File: config.mk
export PLATFORM = sky130hd
export DESIGN_NAME = l2_flush_engine
export DESIGN_NICKNAME = d
export VERILOG_FILES = /design/src/rtl/l2_flush_engine_pkg.sv /design/src/rtl/l2_flush_cursor.sv /design/src/rtl/l2_flush_engine.sv
export SDC_FILE = /design/constraint.sdc
export NUM_CORES = 1
export LEC_CHECK = 0
export ABC_AREA = 0
export ABC_CLOCK_PERIOD_IN_PS = 3100
export CAP_MARGIN = 20
export CORE_ASPECT_RATIO = 2
export CORE_MARGIN = 4
export CORE_UTILIZATION = 25
export CTS_CLUSTER_DIAMETER = 80
export DETAILED_ROUTE_END_ITERATION = 10
export PLACE_DENSITY_LB_ADDON = 0.15
export SYNTH_ARGS = -nofsm -noshare
export SYNTH_HDL_FRONTEND = slang
export SYNTH_SLANG_ARGS = --single-unit
File: constraint.sdc
create_clock -name clk -period 3.1 [get_ports clk]
set_clock_uncertainty 0.1 [all_clocks]
set_input_delay 0.93 -clock clk [delete_from_list [all_inputs] [get_ports clk]]
set_output_delay 0.93 -clock clk [all_outputs]
set_load 0.01 [all_outputs]
File: src/rtl/l2_flush_engine_pkg.sv
// Shared constants and FSM state type for the L2 flush/writeback sequencer.
package l2_flush_engine_pkg;

  localparam int unsigned SETS_DEF    = 256;
  localparam int unsigned WAYS_DEF    = 8;
  localparam int unsigned WORDS_DEF   = 2;
  localparam int unsigned WORD_W_DEF  = 64;
  localparam int unsigned STATE_W_DEF = 3;
  localparam int unsigned TAG_W_DEF   = 20;
  localparam int unsigned ST_I_DEF    = 0;
  localparam int unsigned ST_O_DEF    = 2;

  typedef enum logic [2:0] {
    FL_IDLE,
    FL_DRAIN,
    FL_READ,
    FL_EVAL,
    FL_WB,
    FL_INVAL,
    FL_DONE
  } flush_state_t;

endpackage

File: src/rtl/l2_flush_cursor.sv
// Set/way walk counter; way is the low-order digit so a way wrap carries into set.
module l2_flush_cursor
  import l2_flush_engine_pkg::*;
#(
  parameter int unsigned SETS = SETS_DEF,
  parameter int unsigned WAYS = WAYS_DEF
) (
  input  logic                    clk,
  input  logic                    rst,
  input  logic                    clear,
  input  logic                    advance,
  output logic [$clog2(SETS)-1:0] set,
  output logic [$clog2(WAYS)-1:0] way,
  output logic                    is_last
);

  // SETS and WAYS are powers of two, so the last line is all-ones in both fields.
  assign is_last = (&set) & (&way);

  always_ff @(posedge clk) begin
    if (rst || clear) begin
      set <= '0;
      way <= '0;
    end else if (advance) begin
      {set, way} <= {set, way} + 1'b1;
    end
  end

endmodule

File: src/rtl/l2_flush_engine.sv
// Flush sequencer: drains MSHRs, walks every (set, way), writes back owned words
// and invalidates selected lines through the shared lmem ports.
module l2_flush_engine
  import l2_flush_engine_pkg::*;
#(
  parameter int unsigned SETS    = SETS_DEF,
  parameter int unsigned WAYS    = WAYS_DEF,
  parameter int unsigned WORDS   = WORDS_DEF,
  parameter int unsigned WORD_W  = WORD_W_DEF,
  parameter int unsigned STATE_W = STATE_W_DEF,
  parameter int unsigned TAG_W   = TAG_W_DEF,
  parameter int unsigned ST_I    = ST_I_DEF,
  parameter int unsigned ST_O    = ST_O_DEF
) (
  input  logic                          clk,
  input  logic                          rst,
  input  logic                          flush_valid,
  input  logic                          flush_is_all,
  output logic                          flush_ready,
  input  logic                          mshr_empty,
  input  logic                          lmem_grant,
  output logic                          ongoing_flush,
  output logic                          rd_en,
  output logic [$clog2(SETS)-1:0]       rd_set,
  output logic [$clog2(WAYS)-1:0]       rd_way,
  input  logic [TAG_W-1:0]              rd_tag,
  input  logic                          rd_hprot,
  input  logic [WORDS*STATE_W-1:0]      rd_state,
  input  logic [WORDS*WORD_W-1:0]       rd_line,
  output logic                          wb_valid,
  input  logic                          wb_ready,
  output logic [TAG_W+$clog2(SETS)-1:0] wb_addr,
  output logic [WORDS*WORD_W-1:0]       wb_line,
  output logic [WORDS-1:0]              wb_word_mask,
  output logic                          st_wr_en,
  output logic [$clog2(SETS)-1:0]       st_wr_set,
  output logic [$clog2(WAYS)-1:0]       st_wr_way,
  output logic                          flush_done
);

  localparam int unsigned SET_W = $clog2(SETS);
  localparam int unsigned WAY_W = $clog2(WAYS);

  flush_state_t              state;
  logic                      is_all_q;
  logic [TAG_W-1:0]          tag_q;
  logic [WORDS-1:0]          mask_q;
  logic [WORDS*WORD_W-1:0]   line_q;

  logic [SET_W-1:0]          cur_set;
  logic [WAY_W-1:0]          cur_way;
  logic                      is_last;
  logic                      advance;
  logic                      clear;
  logic [WORDS-1:0]          eval_mask;
  logic                      any_valid;
  logic                      selected;

  always_comb begin
    eval_mask = '0;
    any_valid = 1'b0;
    for (int unsigned w = 0; w < WORDS; w++) begin
      eval_mask[w] = (rd_state[w*STATE_W +: STATE_W] == STATE_W'(ST_O));
      if (rd_state[w*STATE_W +: STATE_W] != STATE_W'(ST_I)) any_valid = 1'b1;
    end
    selected = any_valid & (is_all_q | rd_hprot);
  end

  assign advance = ((state == FL_EVAL) && !selected) || (state == FL_INVAL);
  assign clear   = (state == FL_IDLE) && flush_valid;

  l2_flush_cursor #(
    .SETS (SETS),
    .WAYS (WAYS)
  ) u_cursor (
    .clk     (clk),
    .rst     (rst),
    .clear   (clear),
    .advance (advance),
    .set     (cur_set),
    .way     (cur_way),
    .is_last (is_last)
  );

  always_ff @(posedge clk) begin
    if (rst) begin
      state    <= FL_IDLE;
      is_all_q <= 1'b0;
      tag_q    <= '0;
      mask_q   <= '0;
      line_q   <= '0;
    end else begin
      case (state)
        FL_IDLE: begin
          if (flush_valid) begin
            is_all_q <= flush_is_all;
            state    <= FL_DRAIN;
          end
        end
        FL_DRAIN: if (mshr_empty) state <= FL_READ;
        FL_READ:  if (lmem_grant) state <= FL_EVAL;
        FL_EVAL: begin
          tag_q  <= rd_tag;
          mask_q <= eval_mask;
          line_q <= rd_line;
          if (!selected)      state <= is_last ? FL_DONE : FL_READ;
          else if (|eval_mask) state <= FL_WB;
          else                state <= FL_INVAL;
        end
        FL_WB:    if (wb_ready) state <= FL_INVAL;
        FL_INVAL: state <= is_last ? FL_DONE : FL_READ;
        FL_DONE:  state <= FL_IDLE;
        default:  state <= FL_IDLE;
      endcase
    end
  end

  // Cursor only moves after INVAL, so it still names the line being written back/invalidated.
  assign flush_ready   = (state == FL_IDLE);
  assign ongoing_flush = (state != FL_IDLE);
  assign rd_en         = (state == FL_READ) && lmem_grant;
  assign rd_set        = cur_set;
  assign rd_way        = cur_way;
  assign wb_valid      = (state == FL_WB);
  assign wb_addr       = {tag_q, cur_set};
  assign wb_line       = line_q;
  assign wb_word_mask  = mask_q;
  assign st_wr_en      = (state == FL_INVAL);
  assign st_wr_set     = cur_set;
  assign st_wr_way     = cur_way;
  assign flush_done    = (state == FL_DONE);

endmodule

==> Yosys cells after proc, flatten, opt, wreduce, memory -nomap -nowiden <==
Cells that the tools add are included.
{ "word_totals": {"reg_bits": 165, "in_bits": 162, "output_inout_bits": 186, "wordCells": 48} }
{ "op_classes": {"n_addsub": 1, "n_eq_ne": 12, "muxes": 10, "bitwise": 3, "reduce_logical": 15} }
{ "op_table": {"columns": ["op", "n"], "rows": [
  ["3-bit two-way mux", 6],
  ["3-bit case mux with 6 select lines", 1],
  ["3-bit by 2-bit equality test with 1-bit output, second input constant", 4],
  ["11-bit by 1-bit adder with 11-bit output, second input constant", 1],
  ["3-bit equality test, second input constant", 3],
  ["3-bit nonzero test", 3],
  ["8-bit AND reduction", 1],
  ["2-bit != test, second input constant", 3],
  ["4-bit AND reduction", 1],
  ["3-bit by 1-bit equality test with 1-bit output, second input constant", 1],
  ["1-bit logical AND", 3],
  ["3-bit logical NOT", 1],
  ["1-bit two-way mux", 3],
  ["3-bit AND reduction", 1],
  ["1-bit AND", 2],
  ["1-bit logical OR", 2],
  ["2-bit by 1-bit != test with 1-bit output, second input constant", 1],
  ["2-bit AND reduction", 1],
  ["2-bit OR reduction", 1],
  ["1-bit logical NOT", 1],
  ["1-bit bitwise OR", 1]
]} }

==> Logic depth before layout (Yosys ltp) <==
{ "logic_depth": {"ltp_word": 7, "depth_mapped": 7, "mapped_depth_nobuf": 5} }

==> By module <==
A second synthesis with hierarchy kept.
{ "hier_totals": {"hier_cells": 778, "area_unflattened_um2": 6188.4} }
{ "modules_own_cells": {"columns": ["mod", "instances", "cells_per_inst", "area_each_um2", "seq_area_each_um2"], "rows": [
  ["l2_flush_engine", 1, 721, 5661.7, 3083.0],
  ["l2_flush_cursor", 1, 57, 526.8, 220.2]
]} }

==> Worst setup path before layout <==
No wires, ideal clock.
{ "synth_timing": {"path_type": "input to output", "startpoint": "input port lmem_grant", "endpoint": "output port rd_en", "t_arrival_ns": 1.314, "setup_slack_ns": 0.756, "path_stages": 2, "n_path_buf": 0, "path_cell_list": "inv_1 nor4_1"} }
{ "synth_via": {"elab_chain_len": 1} }
{ "synth_rtl": {"columns": ["element", "line", "source"], "rows": [
  ["from (decl)", "l2_flush_engine.sv:21", "input logic lmem_grant,"],
  ["1-bit logical AND", "l2_flush_engine.sv:121", "assign rd_en = (state == FL_READ) && lmem_grant;"],
  ["to (decl)", "l2_flush_engine.sv:23", "output logic rd_en,"]
]} }
No other way between the ends.

==> Final worst setup path <==
Ends and elaborated chain as after synthesis.

==> results.cfg <==
[routing]
drt_iter0_drc = 306
drc = 0
wl_mm = 23.6
ant_nets = 0
avgRoutedWirePerCell_um = 16.5
num_vias = 6308
dr.pass1.iters = 4
via_per_inst = 4.40

[job]
maxCapViolations = 0

[run_status]
status = complete, no violations

[timing]
fmax_mhz = 344
rsz0062_at_grt = false
finalCriticalPeriod_ns = 2.91
final.setup.worst_slack_ns = 0.190
whs_ns = 0.351
post-route-period-util_pct = 93.9
tightest_slew_ns = 0.519
setup_viol = 0
maxSlewHeadroom_pct = 65.4
hold_viol = 0
finalMaxSlewViolations = 0

[cts]
cts_root_buffer = clkbuf_16
clk_latency_ns = 0.44
cts_buffers = 17
hold_buffers = 0
clock-sinks = 165
cts_tree = built
cts.reportedPaths.clkPinSlew_ns = 0.06
cts_resized = 1
clockBufferDepth = 2
h-tree-depth = 4
cts_setup_buffers = 0

[power_and_ir_drop]
cellLeakagePower_nw = 3.47
p_sw_share_pct = 23.7
ir_worst_vdd_mv = 0.273
power_frac_comb_pct = 11.1
seqPwrFrac_pct = 45.4
clockPowerShare_pct = 43.5
p_int_w = 0.00369
powerDensity_mw_per_mm2 = 463
p_total_w = 0.00483
p_switching_w = 0.00115

[synthesis]
yosysSeqAreaShare_pct = 53.2
synthArstFlopShare_pct = 0
yosys_warnings = 0
synth_top_area_cell = dfxtp_1
syn_inst = 785
synth-edff-count = 0
syn_nets = 949
netlist-cell-type-count = 40
yosys_most_used_dff = dfxtp_1
synth.area.top_cells = dfxtp_1 53%, nand2_1 19%, a21oi_1 13%
syn-cell-area_mm2 = 0.00621
synth_top_area_share_pct = 53.2
ys_seq_elements = 165
synth.avg_cell_area_um2 = 7.91

[min_path]
hp-class = flip-flop to flip-flop

[placed_design]
placed_cell_area_mm2 = 0.00986
io_buffers = 347
gp_congestion = 0.754
dp_slack_ns = -0.0935
hpwl_mm = 17.0

[final_layout]
mostFrequentLayoutCell = clkdlybuf4s50_1
areaGrowthSynthToFinish_pct = 68.1
fill_cells = 2512
final_core_util_pct = 42.7
multiInputGateArea_mm2 = 0.00251
ff_latch_area_mm2 = 0.00331
final_cell_area_mm2 = 0.0104
diodes = 0
final_layout_size_suffix_gt1_share_pct = 4.62
layout_common_cells = 345 x clkdlybuf4s50_1, 309 x nand2_1, 165 x a21oi_1
fin_nets = 1254

[floorplanning]
fp.dieArea_mm2 = 0.0276
rows = 81
pin_count = 348
start_util_pct = 25.4
die_w_um = 119
coreArea_mm2 = 0.0244
die_y_um = 231

[setup_path]
worst_path_max_delay_cell = clkdlybuf4s50_1
crit_type = primary input to output pin
arrival_ns = 1.88
cpLargestDelayFamily = buffers and inverters
path_cells = clkdlybuf4s50_1 > inv_1 > nor4_1 > dlygate4sd2_1
cp_num_buf_inv = 3
start_kind = primary input
endpoint_kind = output pin
max_stage_delay_ns = 0.45
cp_max_fo = 2
critPathRequiredTime_ns = 2.07

[grt]
grt_use_total_pct = 16.8
grt_max_degree = 87
grt_pass1_wl_mm = 35.7
antenna_found_initial = 0
grt_pass1_vias = 6341
overflow = 0
power by group through the flow:
stage	sequential [W]	clock, W	combinational, W
2_1_floorplan	0.00226	0	0.000159
3_3_place_gp	0.00224	0	0.000545
3_5_place_dp	0.00224	0	0.000545
4_1_cts	0.00219	0.00219	0.000548
5_1_grt	0.00220	0.00227	0.000582
6_report	0.00219	0.00210	0.000539
kinds of logic (layout without fill, tap and decap cells):
kind of cell,count (synthesis),in the layout,synth area share [%]
compound gates,190,190,16.3
fa+ha+maj,2,2,0.403
buf+inv,76,394,6.47
flops,165,165,53.2
mux,4,4,0.645
simple gates,348,348,23.0
cell usage after synthesis (2+ instances only):
| library cell | number |
|---|---|
| nand2_1 | 309 |
| a21oi_1 | 165 |
| dfxtp_1 | 165 |
| clkbuf_1 | 30 |
| buf_2 | 21 |
| buf_4 | 20 |
| nand3_1 | 8 |
| nor2_1 | 6 |
| o21ai_0 | 5 |
| a2111o_1 | 4 |
| mux2i_1 | 4 |
| nor3_1 | 4 |
| o21ai_1 | 4 |
| a21boi_0 | 3 |
| inv_1 | 3 |
| nand2b_1 | 3 |
| a21o_1 | 2 |
| and2_1 | 2 |
| and3_1 | 2 |
| and4_1 | 2 |
| buf_6 | 2 |
| ha_1 | 2 |
| nand4_1 | 2 |
per-stage QoR:
step / TNS [ns] / cells
3_3_place_gp: -0.128 / 1403
3_5_place_dp: -0.0935 / 1403
4_1_cts: 0 / 1435
5_1_grt: 0 / 1435
6_report: 0 / 1435
2_1_floorplan: 0 / 785
flip-flops by register name, indices dropped and copies added (netlist names):
register	cells
wb_word_mask	2
u_cursor.set	8
tag_q	20
is_all_q	1
wb_line	128
state	3
u_cursor.way	3
layout make-up:
class	count	area share [%]
inverters	3	0.108
clock inverters	12	1.21
flip-flops and latches	165	31.7
repair buffers	359	34.7
well taps	332	3.98
clock buffers	20	4.28
multi-input cells	544	24.1
layer usage:
layer | part of all wire, % | GRT usage, % | vias up
li1 | - | - | 3160
met1 | 36 | 16.8 | 2891
met2 | 55 | 31.9 | 227
met3 | 6.2 | 5.25 | 30
met4 | 2.9 | 6.27 | 0
met5 | 0 | 0 | -
worst min-delay path, delay by kind of cell, from the launching register on:
kind,cells,cell delay (ns)
AOI/OAI and AO/OA,1,0.05
DFF,1,0.31
and+or+nand+nor,1,0.05
final timing paths:
path | depth (start not counted) | startpoint | slack [ns] | to
worst max-delay path | 4 | lmem_grant | 0.19 | rd_en
worst max register to register | 5 | state[2]$_SDFFE_PP0P_ | 0.89 | u_cursor.set[4]$_SDFFE_PP0P_
worst min register to register | 2 | tag_q[15]$_SDFFE_PP0P_ | 0.35 | tag_q[15]$_SDFFE_PP0P_
worst min-delay path | 2 | tag_q[15]$_SDFFE_PP0P_ | 0.35 | tag_q[15]$_SDFFE_PP0P_
Power figures use the tool's default switching activity.
